File: src/rtl/fifo_pkg.sv
// Shared sizing helpers and constants for the memory-backed FIFO controller.
// Pointer and counter widths are derived here so every file agrees on them.
package fifo_pkg;

    localparam int OB_DEPTH = 2;

    typedef logic [1:0] ob_cnt_t;

    function automatic int ptr_bits(input int depth);
        return (depth > 1) ? $clog2(depth) : 1;
    endfunction

    function automatic int mem_cnt_bits(input int depth);
        return $clog2(depth + 1);
    endfunction

    // Total occupancy covers the memory, one in-flight read and the out buffer.
    function automatic int cnt_bits(input int depth);
        return $clog2(depth + OB_DEPTH + 1);
    endfunction

endpackage

File: src/rtl/mem_fifo_outbuf.sv
// Two-entry FIFO that captures read data returning from the memory and
// presents the oldest captured word as the pop-side head.
module mem_fifo_outbuf
    import fifo_pkg::*;
#(
    parameter int WIDTH = 32
) (
    input  logic             clk,
    input  logic             reset,
    input  logic             cap_valid_in,
    input  logic [WIDTH-1:0] cap_data_in,
    input  logic             pop_ready_in,
    output logic             pop_valid_out,
    output logic [WIDTH-1:0] pop_data_out,
    output logic             pop_fire_out,
    output ob_cnt_t          cnt_out
);

    localparam ob_cnt_t OB_FULL = ob_cnt_t'(OB_DEPTH);

    logic [WIDTH-1:0] head_q;
    logic [WIDTH-1:0] tail_q;
    ob_cnt_t          cnt_q;

    assign pop_valid_out = (cnt_q != 2'd0);
    assign pop_fire_out  = pop_valid_out && pop_ready_in;
    assign pop_data_out  = head_q;
    assign cnt_out       = cnt_q;

    // A capture always lands behind whatever is still waiting, so a
    // simultaneous pop shifts the tail forward before the new word enters.
    always_ff @(posedge clk or negedge reset) begin
        if (!reset) begin
            head_q <= '0;
            tail_q <= '0;
            cnt_q  <= 2'd0;
        end else begin
            case ({cap_valid_in, pop_fire_out})
                2'b10: begin
                    if (cnt_q != OB_FULL) begin
                        if (cnt_q == 2'd0) begin
                            head_q <= cap_data_in;
                        end else begin
                            tail_q <= cap_data_in;
                        end
                        cnt_q <= cnt_q + 2'd1;
                    end
                end
                2'b01: begin
                    head_q <= tail_q;
                    cnt_q  <= cnt_q - 2'd1;
                end
                2'b11: begin
                    if (cnt_q == 2'd1) begin
                        head_q <= cap_data_in;
                    end else begin
                        head_q <= tail_q;
                        tail_q <= cap_data_in;
                    end
                end
                default: begin
                end
            endcase
        end
    end

endmodule

File: src/rtl/mem_fifo_ctrl.sv
// Pointer and flow-control stage in front of a 1-cycle-latency memory,
// presenting the memory plus a 2-word out buffer as a valid/ready FIFO.
module mem_fifo_ctrl
    import fifo_pkg::*;
#(
    parameter int WIDTH_BYTES = 4,
    parameter int DEPTH       = 16,
    parameter int AFULL_LVL   = 12
) (
    input  logic                          clk,
    input  logic                          reset,
    input  logic                          push_valid_in,
    input  logic [WIDTH_BYTES*8-1:0]      push_data_in,
    output logic                          push_ready_out,
    output logic                          pop_valid_out,
    output logic [WIDTH_BYTES*8-1:0]      pop_data_out,
    input  logic                          pop_ready_in,
    output logic [$clog2(DEPTH+3)-1:0]    count_out,
    output logic                          almost_full_out,
    output logic [$clog2(DEPTH)-1:0]      mem_write_addr_out,
    output logic                          mem_write_out,
    output logic [WIDTH_BYTES*8-1:0]      mem_write_data_out,
    output logic [WIDTH_BYTES-1:0]        mem_write_mask_out,
    output logic [$clog2(DEPTH)-1:0]      mem_read_addr_out,
    output logic                          mem_read_out,
    input  logic [WIDTH_BYTES*8-1:0]      mem_read_data_in,
    input  logic                          debugen_in
);

    localparam int W     = WIDTH_BYTES * 8;
    localparam int PTR_W = ptr_bits(DEPTH);
    localparam int MC_W  = mem_cnt_bits(DEPTH);
    localparam int CNT_W = cnt_bits(DEPTH);

    typedef logic [PTR_W-1:0] ptr_t;
    typedef logic [MC_W-1:0]  mcnt_t;
    typedef logic [CNT_W-1:0] cnt_t;

    localparam mcnt_t MEM_FULL = mcnt_t'(DEPTH);
    localparam cnt_t  AFULL    = cnt_t'(AFULL_LVL);

    ptr_t    wr_ptr_q;
    ptr_t    rd_ptr_q;
    mcnt_t   mem_cnt_q;
    logic    inflight_q;
    cnt_t    total_q;
    cnt_t    total_next;
    logic    afull_q;
    logic    push_fire;
    logic    pop_fire;
    logic    read_issue;
    ob_cnt_t ob_cnt;
    logic [2:0] ob_occ;
    logic    debug_unused;

    // The trace enable is kept for pin compatibility with the memory wrapper.
    assign debug_unused = debugen_in;

    assign push_ready_out = (mem_cnt_q != MEM_FULL);
    assign push_fire      = push_valid_in && push_ready_out;

    // Only read when the word has a guaranteed slot in the out buffer,
    // counting the slot that a same-cycle pop frees up.
    assign ob_occ     = {1'b0, ob_cnt} + {2'b00, inflight_q};
    assign read_issue = (mem_cnt_q != '0) && (ob_occ < (3'(OB_DEPTH) + {2'b00, pop_fire}));

    assign mem_write_out      = push_fire;
    assign mem_write_addr_out = wr_ptr_q;
    assign mem_write_data_out = push_data_in;
    assign mem_write_mask_out = '1;
    assign mem_read_out       = read_issue;
    assign mem_read_addr_out  = rd_ptr_q;

    assign count_out       = total_q;
    assign almost_full_out = afull_q;

    always_comb begin
        total_next = total_q + cnt_t'(push_fire) - cnt_t'(pop_fire);
    end

    // Pointers wrap naturally because DEPTH is a power of two.
    always_ff @(posedge clk or negedge reset) begin
        if (!reset) begin
            wr_ptr_q   <= '0;
            rd_ptr_q   <= '0;
            mem_cnt_q  <= '0;
            inflight_q <= 1'b0;
            total_q    <= '0;
            afull_q    <= 1'b0;
        end else begin
            if (push_fire) begin
                wr_ptr_q <= wr_ptr_q + ptr_t'(1);
            end
            if (read_issue) begin
                rd_ptr_q <= rd_ptr_q + ptr_t'(1);
            end
            mem_cnt_q  <= mem_cnt_q + mcnt_t'(push_fire) - mcnt_t'(read_issue);
            inflight_q <= read_issue;
            total_q    <= total_next;
            afull_q    <= (total_next >= AFULL);
        end
    end

    mem_fifo_outbuf #(
        .WIDTH (W)
    ) u_outbuf (
        .clk           (clk),
        .reset         (reset),
        .cap_valid_in  (inflight_q),
        .cap_data_in   (mem_read_data_in),
        .pop_ready_in  (pop_ready_in),
        .pop_valid_out (pop_valid_out),
        .pop_data_out  (pop_data_out),
        .pop_fire_out  (pop_fire),
        .cnt_out       (ob_cnt)
    );

endmodule

File: config.mk
export PLATFORM = sky130hd
export DESIGN_NAME = mem_fifo_ctrl
export DESIGN_NICKNAME = d
export VERILOG_FILES = /design/src/rtl/fifo_pkg.sv /design/src/rtl/mem_fifo_outbuf.sv /design/src/rtl/mem_fifo_ctrl.sv
export SDC_FILE = /design/constraint.sdc
export NUM_CORES = 1
export LEC_CHECK = 0
export ABC_CLOCK_PERIOD_IN_PS = 3390
export BUFFER_PORTS_ARGS = -buffer_cell sky130_fd_sc_hd__buf_4
export CAP_MARGIN = 20
export CORE_AREA = 2 2 99 101
export DETAILED_ROUTE_END_ITERATION = 10
export DIE_AREA = 0 0 101 103
export GPL_TIMING_DRIVEN = 0
export PLACE_DENSITY = 0.87
export SLEW_MARGIN = 10
export SYNTH_ARGS = -nofsm -noshare
export SYNTH_HDL_FRONTEND = slang
export SYNTH_HIERARCHICAL = 1
export SYNTH_SLANG_ARGS = --single-unit
File: constraint.sdc
create_clock -name clk -period 3.39 [get_ports clk]
set_input_delay 0.5085 -clock clk [delete_from_list [all_inputs] [get_ports clk]]
set_output_delay 0.5085 -clock clk [all_outputs]
set_load 0.01 [all_outputs]
==> impl_metrics.py <==
metrics = {
    "pwr": {
        "p_seq_frac": 0.329,
        "comb_power_share": 0.570,
        "netSwitchingPower_w": 0.00226,
        "ir_worst_vdd_mv": 0.558,
        "switching_share": 0.379,
        "p_clk_frac": 0.101,
        "internal_power_w": 0.00371,
        "p_per_area_nw_per_um2": 1030,
        "p_total_w": 0.00597,
        "leakagePower_nw": 2.92,
    },
    "drt": {
        "drc": 0,
        "firstDrtPassIters": 4,
        "drtAntennaViolNets": 0,
        "vias": 2967,
        "wirelength_um": 8720,
        "avgRoutedWirePerCell_um": 14.3,
        "via_per_inst": 4.87,
        "drt_iter0_drc": 32,
    },
    "global_route": {
        "grtUsageTotal": 0.173,
        "grt_pass1_wl_um": 14000,
        "antenna_found_initial": 0,
        "grt.overflow.total": 0,
        "grt_pass1_vias": 3008,
        "grt_start_max_net_pins": 87,
    },
    "layout": {
        "fillers": 773,
        "layout-drive-gt1-share": 0.562,
        "utilization": 0.614,
        "area_growth_pct": 26.3,
        "layout_common_cells": "buf_4, dfrtp_1, mux2i_1, mux2_4, nor2_2",
        "nets": 581,
        "num_antenna_cells": 0,
        "final_common_cell": "buf_4",
    },
    "cts": {
        "holdBufCountCts": 0,
        "ctsResizeCount": 0,
        "cts_max_level": 3,
        "cts_buffers": 9,
        "path_clk_slew_ps": 80,
        "cts_sinks": 86,
        "cts_tree": "built",
        "insertion_delay_ps": 340,
        "cts_setup_buffers": 0,
        "cts_root_buffer": "clkbuf_8",
        "cts_buffer_depth": 2,
    },
    "timing": {
        "setup_tns_ps": 0,
        "relSlewSlack": 0.603,
        "period_share": 0.853,
        "max_freq_mhz": 346,
        "skew_ps": 9.89,
        "hold_violations": 0,
        "period_minus_slack_ps": 2890,
        "worst_pin_slew_ps": 596,
        "setup_viol": 0,
        "worst_slack_ps": 498,
        "slew_violations": 0,
        "rsz0062_at_grt": "no",
    },
    "placed_design": {
        "post-dp-hpwl_um": 6410,
        "dp_slack_ps": 487,
        "routabilityCongestion": 0.728,
        "port_buffers": 117,
    },
    "yosys": {
        "synth.distinct_cells": 33,
        "syn-instance-count": 360,
        "synth.cell_area_um2": 4600,
        "yosysSeqAreaShare": 0.468,
        "yosysWarnings": 6,
        "yosys_register_bits": 86,
        "syn_avg_cell_area_um2": 12.8,
    },
    "setup_path": {
        "ff2ff_setup_slack_ps": 500,
        "critPathKind": "flop to flop",
        "cp-start-kind": "flop",
        "required_ps": 3660,
        "reg2regPathDepth": 14,
        "timing.rr.start": "u_outbuf/cnt_out[0]",
        "r2r-end": "mem_cnt_q[4]",
        "critPathMaxFanout": 10,
        "critical_path.endpoint_type": "flop",
        "cp.arrival_ps": 3160,
    },
    "floorplanning": {
        "rows": 36,
        "io_pins": 155,
        "initial_core_util": 0.486,
        "die-area_um2": 10400,
        "core_um2": 9460,
        "die_h_um": 103,
        "die-width_um": 101,
    },
    "min_path": {
        "hold_path.class": "input port to async pin",
    },
    "flow_run": {
        "cap_violations": 0,
    },
    "run_status": {
        "status": "finished, final reports clean",
    },
}
[through the flow]
step	instance area, um2	hold slack, ps	std cells
2_1_floorplan	4610	213	363
3_3_place_gp	5630	463	594
3_5_place_dp	5630	472	594
4_1_cts	5780	382	608
5_1_grt	5800	202	609
6_report	5800	175	609
[synth_stat cells]
cell type,number,area share
mux2_2,4,0.0098
nand2_1,6,0.0049
a21oi_1,9,0.0098
buf_8,3,0.0098
nand2b_1,2,0.0027
nor2_2,29,0.039
nand4_1,2,0.0027
nor2_1,9,0.0073
conb_1,1,0.00082
o21ai_0,3,0.0033
mux2_4,30,0.098
o311ai_0,1,0.0019
a311o_1,1,0.0022
buf_6,8,0.020
nand3_2,1,0.0022
buf_4,39,0.064
xor2_1,5,0.0095
nor3_1,2,0.0022
nand3_1,1,0.0011
nand2_4,1,0.0024
mux2i_1,33,0.072
nor2b_2,1,0.0019
a21oi_2,28,0.053
dfrtp_1,86,0.47
a21o_1,2,0.0033
o21bai_4,1,0.0041
xnor2_1,12,0.023
fa_1,2,0.0087
a221oi_4,1,0.0057
inv_1,17,0.014
ha_1,18,0.049
inv_2,1,0.00082
nor2b_4,1,0.0030
[cells by family after synthesis]
logic type,synth area share
flops,0.468
buf+inv,0.108
mux,0.180
simple gates,0.0699
compound gates,0.0836
fa+ha+maj,0.0577
xor+xnor,0.0324
other cells,0.000816
[flip-flops by register name, indices dropped and copies added (netlist names)]
signal                 flops
u_outbuf/pop_data_out     32
inflight_q                 1
mem_read_addr_out          4
u_outbuf/tail_q           32
mem_write_addr_out         4
almost_full_out            1
mem_cnt_q                  5
count_out                  5
u_outbuf/cnt_out           2
[power by group through the flow]
stage / combinational [W] / clock (W) / sequential (W)
finish: 0.00340 / 0.000603 / 0.00197
global placement: 0.00331 / 0 / 0.00195
global route: 0.00375 / 0.000683 / 0.00203
detailed placement: 0.00344 / 0 / 0.00199
floorplan: 0.00236 / 0 / 0.00205
CTS: 0.00346 / 0.000631 / 0.00197
[how the worst max path moves through the flow]
stage                     cells after the start                 from  slack [ps]           end
final                                        14  u_outbuf/cnt_out[0]         500  mem_cnt_q[4]
after global routing                         14  u_outbuf/cnt_out[0]         220  mem_cnt_q[4]
after CTS                                    14  u_outbuf/cnt_out[0]         470  mem_cnt_q[4]
after detailed placement                     14  u_outbuf/cnt_out[0]         490  mem_cnt_q[4]
after global placement                       14  u_outbuf/cnt_out[0]         580  mem_cnt_q[4]
after floorplan                              14  u_outbuf/cnt_out[0]         710  mem_cnt_q[4]
[cell type report]
type | instances | area, um2 | share of cell area
buffer | 50 | 428 | 0.0737
sequential | 86 | 2150 | 0.371
clock buffer | 12 | 145 | 0.0250
multi-input combinational | 209 | 1960 | 0.338
timing repair buffer | 118 | 898 | 0.155
tap | 114 | 143 | 0.0246
inverter | 18 | 67.6 | 0.0116
clock inverter | 2 | 10.0 | 0.00172
[critical path: stages, from the launching register on]
cell and delay [ps]:
dfrtp_1 420, inv_1 90, ha_1 260, nor2b_4 120, buf_6 140, nand2b_1 90, a221oi_4 410, ha_1 210
inv_1 40, ha_1 190, fa_1 410, a21oi_1 150, nor2_1 60, nor2_1 110, xnor2_1 120
[layer usage]
| layer | track usage | up-vias | share of wire |
|---|---|---|---|
| li1 | - | 1430 | - |
| met2 | 0.301 | 77 | 0.52 |
| met1 | 0.214 | 1454 | 0.43 |
| met4 | 0.0530 | 0 | 0.0091 |
| met5 | 0 | - | 0 |
| met3 | 0.0414 | 6 | 0.049 |
No activity file was read; power rests on OpenSTA's default activity.
